<file path="src/rtl/bldc_pkg.sv">
// ============================================================================
// Module      : bldc_pkg
// Description : Shared types and constants for the BLDC open-loop start-up path
// Revision    : 1.0
// ============================================================================
`default_nettype none

package bldc_pkg;

    localparam int unsigned c_MIN_PERIOD = 2;

    typedef enum logic [1:0] {
        ST_IDLE  = 2'd0,
        ST_ALIGN = 2'd1,
        ST_RAMP  = 2'd2,
        ST_RUN   = 2'd3
    } bldc_ramp_state_e;

    typedef struct packed {
        logic align;
        logic running;
    } bldc_status_t;

endpackage

`default_nettype wire

</file>
<file path="src/rtl/bldc_period_cnt.sv">
// ============================================================================
// Module      : bldc_period_cnt
// Description : Up-counter wrapping at period-1 with a registered wrap pulse
// Revision    : 1.0
// ============================================================================
`default_nettype none

module bldc_period_cnt
    import bldc_pkg::*;
#(
    parameter int CNT_W = 24
) (
    input  logic             clk_i,
    input  logic             rst_ni,
    input  logic             clr_i,
    input  logic             run_i,
    input  logic             pulse_en_i,
    input  logic             kick_i,
    input  logic [CNT_W-1:0] period_i,
    output logic             last_o,
    output logic             wrap_o
);

    logic [CNT_W-1:0] r_cnt;
    logic             r_wrap;
    logic             w_last;

    assign w_last = run_i && (r_cnt == (period_i - CNT_W'(1)));

    always_ff @(posedge clk_i or negedge rst_ni) begin
        if (!rst_ni) begin
            r_cnt  <= '0;
            r_wrap <= 1'b0;
        end else begin
            if (clr_i || w_last) begin
                r_cnt <= '0;
            end else if (run_i) begin
                r_cnt <= r_cnt + CNT_W'(1);
            end
            // kick forces a pulse even while the count is being cleared
            r_wrap <= kick_i | (w_last & pulse_en_i & ~clr_i);
        end
    end

    assign last_o = w_last;
    assign wrap_o = r_wrap;

endmodule

`default_nettype wire

</file>
<file path="src/rtl/bldc_ol_ramp.sv">
// ============================================================================
// Module      : bldc_ol_ramp
// Description : Open-loop BLDC start-up: align strobe, hold, period ramp, run
// Revision    : 1.0
// ============================================================================
`default_nettype none

module bldc_ol_ramp
    import bldc_pkg::*;
#(
    parameter int CNT_W      = 24,
    parameter int MIN_PERIOD = c_MIN_PERIOD
) (
    input  logic             clk_i,
    input  logic             rst_ni,
    input  logic             ena_i,
    input  logic [CNT_W-1:0] start_period_i,
    input  logic [CNT_W-1:0] target_period_i,
    input  logic [CNT_W-1:0] step_i,
    input  logic [CNT_W-1:0] align_cycles_i,
    output logic             phase_jump_o,
    output logic             align_o,
    output logic             running_o,
    output logic [CNT_W-1:0] period_o
);

    localparam logic [CNT_W-1:0] c_MIN_P = CNT_W'(MIN_PERIOD);

    function automatic logic [CNT_W-1:0] f_max(input logic [CNT_W-1:0] a,
                                               input logic [CNT_W-1:0] b);
        return (a > b) ? a : b;
    endfunction

    bldc_ramp_state_e r_state;
    bldc_ramp_state_e w_state_nxt;
    logic [CNT_W-1:0] r_period;
    logic [CNT_W-1:0] w_period_nxt;
    logic [CNT_W-1:0] r_align_len;
    logic [CNT_W-1:0] w_align_len_nxt;
    bldc_status_t     r_status;
    bldc_status_t     w_status_nxt;

    logic [CNT_W-1:0] w_target;
    logic [CNT_W:0]   w_diff;
    logic [CNT_W-1:0] w_ramp_nxt;

    logic             w_clr;
    logic             w_run;
    logic             w_pulse_en;
    logic             w_kick;
    logic [CNT_W-1:0] w_cnt_period;
    logic             w_last;
    logic             w_wrap;

    assign w_target   = f_max(target_period_i, c_MIN_P);
    // one extra bit so a step larger than the period shows up as underflow
    assign w_diff     = {1'b0, r_period} - {1'b0, step_i};
    assign w_ramp_nxt = (w_diff[CNT_W] || (w_diff[CNT_W-1:0] < w_target)) ?
                        w_target : w_diff[CNT_W-1:0];

    bldc_period_cnt #(
        .CNT_W (CNT_W)
    ) u_period_cnt (
        .clk_i      (clk_i),
        .rst_ni     (rst_ni),
        .clr_i      (w_clr),
        .run_i      (w_run),
        .pulse_en_i (w_pulse_en),
        .kick_i     (w_kick),
        .period_i   (w_cnt_period),
        .last_o     (w_last),
        .wrap_o     (w_wrap)
    );

    always_ff @(posedge clk_i or negedge rst_ni) begin
        if (!rst_ni) begin
            r_state     <= ST_IDLE;
            r_period    <= '0;
            r_align_len <= '0;
            r_status    <= '0;
        end else begin
            r_state     <= w_state_nxt;
            r_period    <= w_period_nxt;
            r_align_len <= w_align_len_nxt;
            r_status    <= w_status_nxt;
        end
    end

    always_comb begin
        w_state_nxt     = r_state;
        w_period_nxt    = r_period;
        w_align_len_nxt = r_align_len;
        w_clr           = 1'b0;
        w_run           = 1'b0;
        w_pulse_en      = 1'b0;
        w_kick          = 1'b0;
        w_cnt_period    = r_period;

        unique case (r_state)
            ST_IDLE: begin
                w_clr        = 1'b1;
                w_period_nxt = '0;
                if (ena_i) begin
                    w_state_nxt     = ST_ALIGN;
                    w_kick          = 1'b1;
                    w_align_len_nxt = (align_cycles_i == '0) ? CNT_W'(1) : align_cycles_i;
                end
            end
            ST_ALIGN: begin
                w_run        = 1'b1;
                w_cnt_period = r_align_len;
                if (w_last) begin
                    w_state_nxt  = ST_RAMP;
                    w_period_nxt = f_max(start_period_i, w_target);
                end
            end
            ST_RAMP: begin
                w_run      = 1'b1;
                w_pulse_en = 1'b1;
                if (w_last) begin
                    w_period_nxt = w_ramp_nxt;
                    if (w_ramp_nxt == w_target) begin
                        w_state_nxt = ST_RUN;
                    end
                end
            end
            ST_RUN: begin
                w_run      = 1'b1;
                w_pulse_en = 1'b1;
                if (w_last) begin
                    w_period_nxt = w_target;
                end
            end
            default: begin
                w_state_nxt = ST_IDLE;
            end
        endcase

        // disable wins over any transition, including a coinciding wrap
        if (!ena_i) begin
            w_state_nxt  = ST_IDLE;
            w_period_nxt = '0;
            w_clr        = 1'b1;
            w_run        = 1'b0;
            w_pulse_en   = 1'b0;
            w_kick       = 1'b0;
        end

        w_status_nxt.align   = (w_state_nxt == ST_ALIGN);
        w_status_nxt.running = (w_state_nxt == ST_RUN);
    end

    assign phase_jump_o = w_wrap;
    assign align_o      = r_status.align;
    assign running_o    = r_status.running;
    assign period_o     = r_period;

endmodule

`default_nettype wire

</file>
<file path="config.mk">
export PLATFORM = sky130hd
export DESIGN_NAME = bldc_ol_ramp
export DESIGN_NICKNAME = d
export VERILOG_FILES = /design/src/rtl/bldc_pkg.sv /design/src/rtl/bldc_period_cnt.sv /design/src/rtl/bldc_ol_ramp.sv
export SDC_FILE = /design/constraint.sdc
export NUM_CORES = 1
export LEC_CHECK = 0
export ABC_AREA = 1
export CORE_ASPECT_RATIO = 0.7
export CORE_MARGIN = 2
export CORE_UTILIZATION = 53
export CTS_CLUSTER_DIAMETER = 100
export DETAILED_ROUTE_END_ITERATION = 7
export HOLD_SLACK_MARGIN = 0.02
export PLACE_DENSITY = 0.78
export SYNTH_ARGS = -nofsm -noshare
export SYNTH_HDL_FRONTEND = slang
export SYNTH_HIERARCHICAL = 1
export SYNTH_SLANG_ARGS = --single-unit
</file>
<file path="constraint.sdc">
create_clock -name clk_i -period 4.6 [get_ports clk_i]
set_clock_uncertainty 0.05 [all_clocks]
set_input_delay 0.92 -clock clk_i [delete_from_list [all_inputs] [get_ports clk_i]]
set_output_delay 0.92 -clock clk_i [all_outputs]
set_load 0.005 [all_outputs]
</file>
==> results by group, run 1 <==
Global routing
  • Vias in the first global route: 9559
  • First-pass GRT wire length: 49700 um
  • Initial antenna violation count: 0
  • Global router's overall resource usage: 0.360
  • GRT overflow: 0
  • Largest net degree at the start of global routing: 78

Hold path
  • Worst Hold Path EP: r_align_len[9]$_DFFE_PN0P_
  • Worst hold path class: flip-flop to flip-flop
  • Hold path depth: 2
  • Hold Path Origin: r_align_len[9]$_DFFE_PN0P_

Routing
  • Pre-antenna DRT Iters: 6
  • Antenna Nets Post-Route: 0
  • Post-Route WL: 32300 um
  • Drt initial violations: 1410
  • Routed wire length per instance: 17.7 um
  • Number of vias per cell: 5.70
  • Post-route DRC: 0
  • Vias: 10400

Logic synthesis
  • Synth Instances: 1356
  • Largest area contributor in the netlist: dfrtp_1
  • Multiplexer share of the synthesized area: 0.00114
  • Compound-Gate Fraction of Synth Area: 0.162
  • Post-Syn Area: 8780 um^2
  • Synthesized-area fraction occupied by adder cells: 0.106
  • Main combinational cell family by area after synthesis: simple AND/OR/NAND/NOR gates
  • Synth top cells by count: 328 x nand2_1, 196 x inv_1, 113 x nor2_1
  • Top cell type's share of synthesized area: 0.219
  • Asr flop ratio synth: 1.00
  • Dominant cells by area after synthesis: dfrtp_1 22%, nand2_1 14%, ha_1 10%
  • Syn avg cell area: 6.48 um^2
  • Most common cell in the netlist: nand2_1
  • Yosys reg bits: 77
  • Post-Synth Simple-Gate Area: 0.335
  • Post-Synth XOR/XNOR Area: 0.0615
  • Ys flop type: dfrtp_1
  • Seq/Total Area, Yosys: 0.219
  • Distinct cells, synth: 54
  • Net count after synthesis: 1529
  • Post-synth EDFFs: 0
  • YS warnings: 6

Cells and area
  • Layout Cell Area excl Fill: 12300 um^2
  • Area Growth Syn to Fin: 40.1%
  • Layout Nets: 1769
  • Fillers: 1282
  • Antenna Cells: 0
  • Final std cells w/o fill: 1826
  • Layout cells sized above 1: 0.241

Timing
  • Max-slew violations: 0
  • Fmax: 217 MHz
  • Worst Max-Slew Pin Slew: 1050 ps
  • Max-slew headroom: 0.300
  • Worst hold slack: 425 ps
  • RSZ-0062 raised after global routing: yes
  • Final period util: 1.00
  • Minimum clock period: 4610 ps
  • Setup ws final: -12.7 ps
  • Hold Violations, Final: 0
  • Setup violators final: 2

Status
  • Failing checks: negative setup slack
  • Status: finished with violations

Die
  • Die ar.: 17600 um^2
  • Die span in y: 112 um
  • Core Region: 16200 um^2
  • Top-Level Pins: 126
  • Starting Density: 0.541
  • Die W: 158 um
  • # rows: 39

Job
  • Max cap viols: 0

Placed design
  • PortBufs: 125
  • Post-DP HPWL: 24000 um
  • Area after DPL: 10900 um^2
  • # placed instances: 1772
  • RD Place Congestion: 0.995

Critical path
  • R2R Path Start: period_o[7]$_DFFE_PN0P_
  • R2R Path End: running_o$_DFF_PN0_
  • Worst Setup End Kind: flip-flop
  • R2R Setup Slk: 280 ps
  • Crit start category: input port
  • Largest stage delay on the critical path: 470 ps
  • CP Data Required Time: 4760 ps
  • Worst reg-to-reg path cell count: 30
  • Setup CP Type: input port to flip-flop
  • Worst-path maximum fanout: 7
  • Slowest CP cell: clkdlybuf4s50_1
  • Worst Path Arrival: 4780 ps

Power
  • Final Total Pwr: 2.26 mW
  • Peak VDD IR: 0.000227 V
  • P per Cell Area: 184 nW/um^2
  • Pleak: 5.96 nW

CTS
  • Clock sinks: 77
  • CTS tree: yes
  • Htree depth: 3
  • Hold buffers post-CTS: 0
  • Worst-Skew Late Latency: 340 ps
  • Clock Pin Slew Worst Setup and Hold Paths: 60 ps
  • CTS Buffer Depth: 2
  • CTS buffer count: 9
  • Clk root buf: clkbuf_16
==> worst max path at each step <==
stage / startpoint / to / slack, ps / cells past startpoint
2_1_floorplan: step_i[12] / running_o$_DFF_PN0_ / 430 / 29
3_3_place_gp: step_i[7] / running_o$_DFF_PN0_ / -590 / 29
3_5_place_dp: step_i[8] / running_o$_DFF_PN0_ / -790 / 30
4_1_cts: step_i[19] / running_o$_DFF_PN0_ / 3 / 29
5_1_grt: step_i[21] / running_o$_DFF_PN0_ / -140 / 28
6_report: step_i[21] / running_o$_DFF_PN0_ / -10 / 28
==> power breakdown <==
group	total [mW]	internal, mW	switching (mW)
logic	0.829	0.338	0.491
clock network	0.708	0.417	0.291
registers	0.724	0.705	0.0187
total	2.26	1.46	0.801
==> registers in the layout (all words and copies together), names as in the netlist <==
signal / count
align_o: 1
period_o: 24
running_o: 1
r_state: 2
u_period_cnt/wrap_o: 1
u_period_cnt/r_cnt: 24
r_align_len: 24
==> worst max-delay path, delay by kind of cell <==
family                   cells  cell delay (ps)
AND/OR/NAND/NOR             20             2170
adder cells (fa/ha/maj)      2              560
XOR/XNOR                     1              170
AO/OA/AOI/OAI                1              140
buffers and inverters        4              790
==> cell usage in the layout (no fill, tap or decap), types with 4 or more instances in the layout <==
| master | instances |
|---|---|
| a21oi_1 | 57 |
| a21oi_2 | 15 |
| a21oi_4 | 5 |
| buf_4 | 137 |
| buf_6 | 6 |
| clkbuf_16 | 9 |
| clkbuf_2 | 13 |
| clkdlybuf4s15_1 | 4 |
| clkdlybuf4s50_1 | 104 |
| clkinv_2 | 4 |
| dfrtp_1 | 77 |
| ha_1 | 49 |
| ha_4 | 23 |
| inv_1 | 170 |
| inv_2 | 27 |
| inv_4 | 4 |
| nand2_1 | 298 |
| nand2_2 | 26 |
| nand2_4 | 15 |
| nand3_1 | 64 |
| nand3_2 | 7 |
| nand3b_1 | 10 |
| nand4_1 | 53 |
| nor2_1 | 98 |
| nor2_2 | 41 |
| nor2_4 | 8 |
| nor3_1 | 6 |
| nor4_1 | 4 |
| o211ai_1 | 7 |
| o21ai_0 | 88 |
| o21ai_1 | 37 |
| o21bai_1 | 4 |
| o221ai_1 | 18 |
| xnor2_1 | 21 |
| xor2_1 | 29 |
| xor2_2 | 9 |
==> what timing repair did <==
item                       in CTS  in global routing
setup buffers                  23                 15
gates cloned                    1                  0
pin swaps                      70                 92
gates resized for setup       140                107
setup endpoints to repair      27                 27
==> cell type report <==
class / count / area, um^2 / area share
sequential: 77 / 1930 / 0.157
timing repair buffer: 272 / 2360 / 0.192
tap: 225 / 282 / 0.0229
multi-input combinational: 1033 / 6670 / 0.542
inverter: 203 / 772 / 0.0627
clock buffer: 9 / 225 / 0.0183
clock inverter: 7 / 66.3 / 0.00539
==> stage by stage <==
stage          TNS [ps]  setup WS (ps)   util
3_3_place_gp      -9400           -585  0.671
6_report          -22.2          -12.7  0.757
3_5_place_dp     -15190           -788  0.671
5_1_grt            -791           -138  0.757
2_1_floorplan         0            428      -
4_1_cts               0           3.18  0.732
==> cells by family (layout without fill, tap and decap cells) <==
logic type | count (synthesis) | after routing
AOI/OAI and AO/OA | 252 | 252
xor gates and xnor gates | 60 | 60
adders and majority gates | 74 | 74
buffers and inverters | 246 | 491
DFF | 77 | 77
muxes | 1 | 1
and+or+nand+nor | 646 | 646
==> routing by layer <==
metal | track usage | part of all wire | vias to the layer above
met5 | 0 | 0 | -
met4 | 0.0673 | 0.024 | 0
met3 | 0.0903 | 0.12 | 77
met2 | 0.511 | 0.41 | 636
met1 | 0.553 | 0.45 | 4734
li1 | - | - | 4956
No activity file was read; power rests on OpenSTA's default activity.
==> inputs of run 2 (changes only) <==
CTS_BUF_LIST = sky130_fd_sc_hd__clkbuf_8 sky130_fd_sc_hd__clkbuf_16   (was unset)
SETUP_SLACK_MARGIN = 0.5   (was unset)
SLEW_MARGIN = 15   (was unset)
==> results by group, run 2 (synthesis gave the netlist of run 1 again) <==
Critical path
  • R2R Path Start: period_o[14]$_DFFE_PN0P_
  • Crit. Startpoint: step_i[13]
  • Worst-path maximum fanout: 8 (+1)
  • Critical path depth: 30 (+7.1%)
  • Largest stage delay on the critical path: 280 ps (-190 ps)
  • Worst Setup End Kind: flip-flop
  • Crit start category: input port
  • Slowest CP cell: ha_4
  • Delay-heaviest family, CP: simple AND/OR/NAND/NOR gates
  • Worst Path Arrival: 4700 ps (-80 ps)
  • R2R Setup Slk: 300 ps (+20 ps)
  • Most used cell, CP: nand2_1
  • Setup CP Type: input port to flip-flop
  • Worst reg-to-reg path cell count: 28 (-6.7%)
  • R2R Path End: running_o$_DFF_PN0_
  • CP Data Required Time: 4780 ps (+20 ps)
  • WP buf/inv: 3 (-1)

Placed design
  • RD Place Congestion: 1.04 (+4.8%)
  • Post-DP HPWL: 24100 um (+0.25%)
  • Pre-CTS WS: -691 ps (+97.2 ps)
  • PortBufs: 125 (unchanged)
  • Area after DPL: 11000 um^2 (+0.44%)

Timing
  • Worst hold slack: 429 ps (+3.82 ps)
  • Hold Violations, Final: 0 (unchanged)
  • Setup violators final: 0 (-2)
  • Sum Neg Setup Slack: 0 ps (+22.2 ps)
  • Final period util: 0.983 (-0.0199)
  • Fmax: 221 MHz (+2.0%)
  • Max-slew violations: 0 (unchanged)
  • Minimum clock period: 4520 ps (-91.5 ps)
  • Setup ws final: 78.8 ps (+91.5 ps)
  • Worst Max-Slew Pin Slew: 1380 ps (+336 ps)
  • Max-slew headroom: 0.0757 (-0.224)
  • RSZ-0062 raised after global routing: yes

Global routing
  • Largest net degree at the start of global routing: 78 (unchanged)
  • First-pass GRT wire length: 50400 um (+1.4%)
  • Vias in the first global route: 9482 (-0.81%)
  • Global router's overall resource usage: 0.367 (+0.00650)
  • Initial antenna violation count: 0 (unchanged)
  • GRT overflow: 0 (unchanged)

Cells and area
  • Antenna Cells: 0 (unchanged)
  • Layout Cell Area excl Fill: 12600 um^2 (+2.3%)
  • Area Growth Syn to Fin: 43.3%
  • Area of the multi-input gates: 6850 um^2 (+2.8%)
  • Commonest non-fill, non-tap cell in the layout: nand2_1
  • Reg area: 1930 um^2 (unchanged)
  • Layout Nets: 1766 (-0.17%)
  • Fillers: 1190 (-7.2%)
  • Most frequent cells in the layout: 288 x nand2_1, 171 x inv_1, 126 x buf_4, 100 x nor2_1, 100 x clkdlybuf4s50_1
  • Layout cells sized above 1: 0.259 (+0.0181)

Routing
  • Post-route DRC: 0 (unchanged)
  • Vias: 10500 (+1.1%)
  • Number of vias per cell: 5.77 (+1.3%)
  • Post-Route WL: 33600 um (+3.8%)
  • Drt initial violations: 1390 (-1.4%)
  • Antenna Nets Post-Route: 0 (unchanged)
  • Pre-antenna DRT Iters: 8 (+2)
  • Routed wire length per instance: 18.4 um (+4.0%)

CTS
  • CTS buffer count: 9 (unchanged)
  • CTS tree: yes
  • Htree depth: 3 (unchanged)
  • Worst-Skew Late Latency: 340 ps (about the same)
  • Clock Pin Slew Worst Setup and Hold Paths: 60 ps (about the same)
  • Clock sinks: 77 (unchanged)
  • Clk root buf: clkbuf_16
  • CTS Buffer Depth: 2 (unchanged)

Hold path
  • Worst hold path class: flip-flop to flip-flop
  • Hold Path Origin: r_align_len[12]$_DFFE_PN0P_
  • Worst Hold Path EP: r_align_len[12]$_DFFE_PN0P_
  • Hold path depth: 2 (unchanged)

Power
  • P per Cell Area: 191 nW/um^2 (+3.9%)
  • Peak VDD IR: 0.000198 V (-13%)
  • Pleak: 6.03 nW (+1.1%)
  • Final Total Pwr: 2.40 mW (+6.3%)

Job
  • Max cap viols: 0 (unchanged)

Die
  • Die ar.: 17600 um^2 (unchanged)
  • # rows: 39 (unchanged)
  • Die span in y: 112 um (unchanged)
  • Core Region: 16200 um^2 (unchanged)
  • Die W: 158 um (unchanged)
  • Top-Level Pins: 126 (unchanged)
  • Starting Density: 0.541 (unchanged)

Status
  • Status: complete, no violations
run 2: per-stage QoR:
step	utilization	instances
6_report	0.774	1822
5_1_grt	0.774	1822
4_1_cts	0.744	1814
3_5_place_dp	0.674	1776
3_3_place_gp	0.674	1776
2_1_floorplan	-	1356
run 2: timing repair:
item	CTS	global route
endpoints found under the setup margin	27	27
gates resized for setup	225	96
buffers inserted	21	7
hold buffers	0	0
pin swaps	69	62
gates cloned	2	1
run 2: worst max-delay path by stage:
stage	endpoint	slack, ps
after floorplan	running_o$_DFF_PN0_	490
after global placement	running_o$_DFF_PN0_	-540
after detailed placement	running_o$_DFF_PN0_	-690
after CTS	running_o$_DFF_PN0_	380
after global routing	running_o$_DFF_PN0_	-110
final	running_o$_DFF_PN0_	80
run 2: final cells by class:
class,count,share of cell area
well taps,225,0.0224
repair buffers,269,0.191
inverters,203,0.0623
multi-input cells,1033,0.545
clock inverters,6,0.00895
flip-flops and latches,77,0.153
clock buffers,9,0.0179
run 2: routing by layer:
metal / global-route usage / vias to the layer above / wire [um]
met5: 0 / - / 0
met4: 0.0927 / 0 / 1030
met3: 0.0926 / 87 / 3950
met2: 0.516 / 637 / 13900
met1: 0.556 / 4855 / 14700
li1: - / 4936 / -
run 2: report_power, final:
part	internal, mW	total, mW	switching [mW]
Sequential	0.706	0.725	0.0198
Combinational	0.353	0.866	0.512
Clock	0.528	0.811	0.284
Total	1.59	2.40	0.816
run 2: tightest hold or removal path, stage by stage (launching register included):
cell	delay [ps]
dfrtp_1	340
nand2_1	50
nand2_1	50
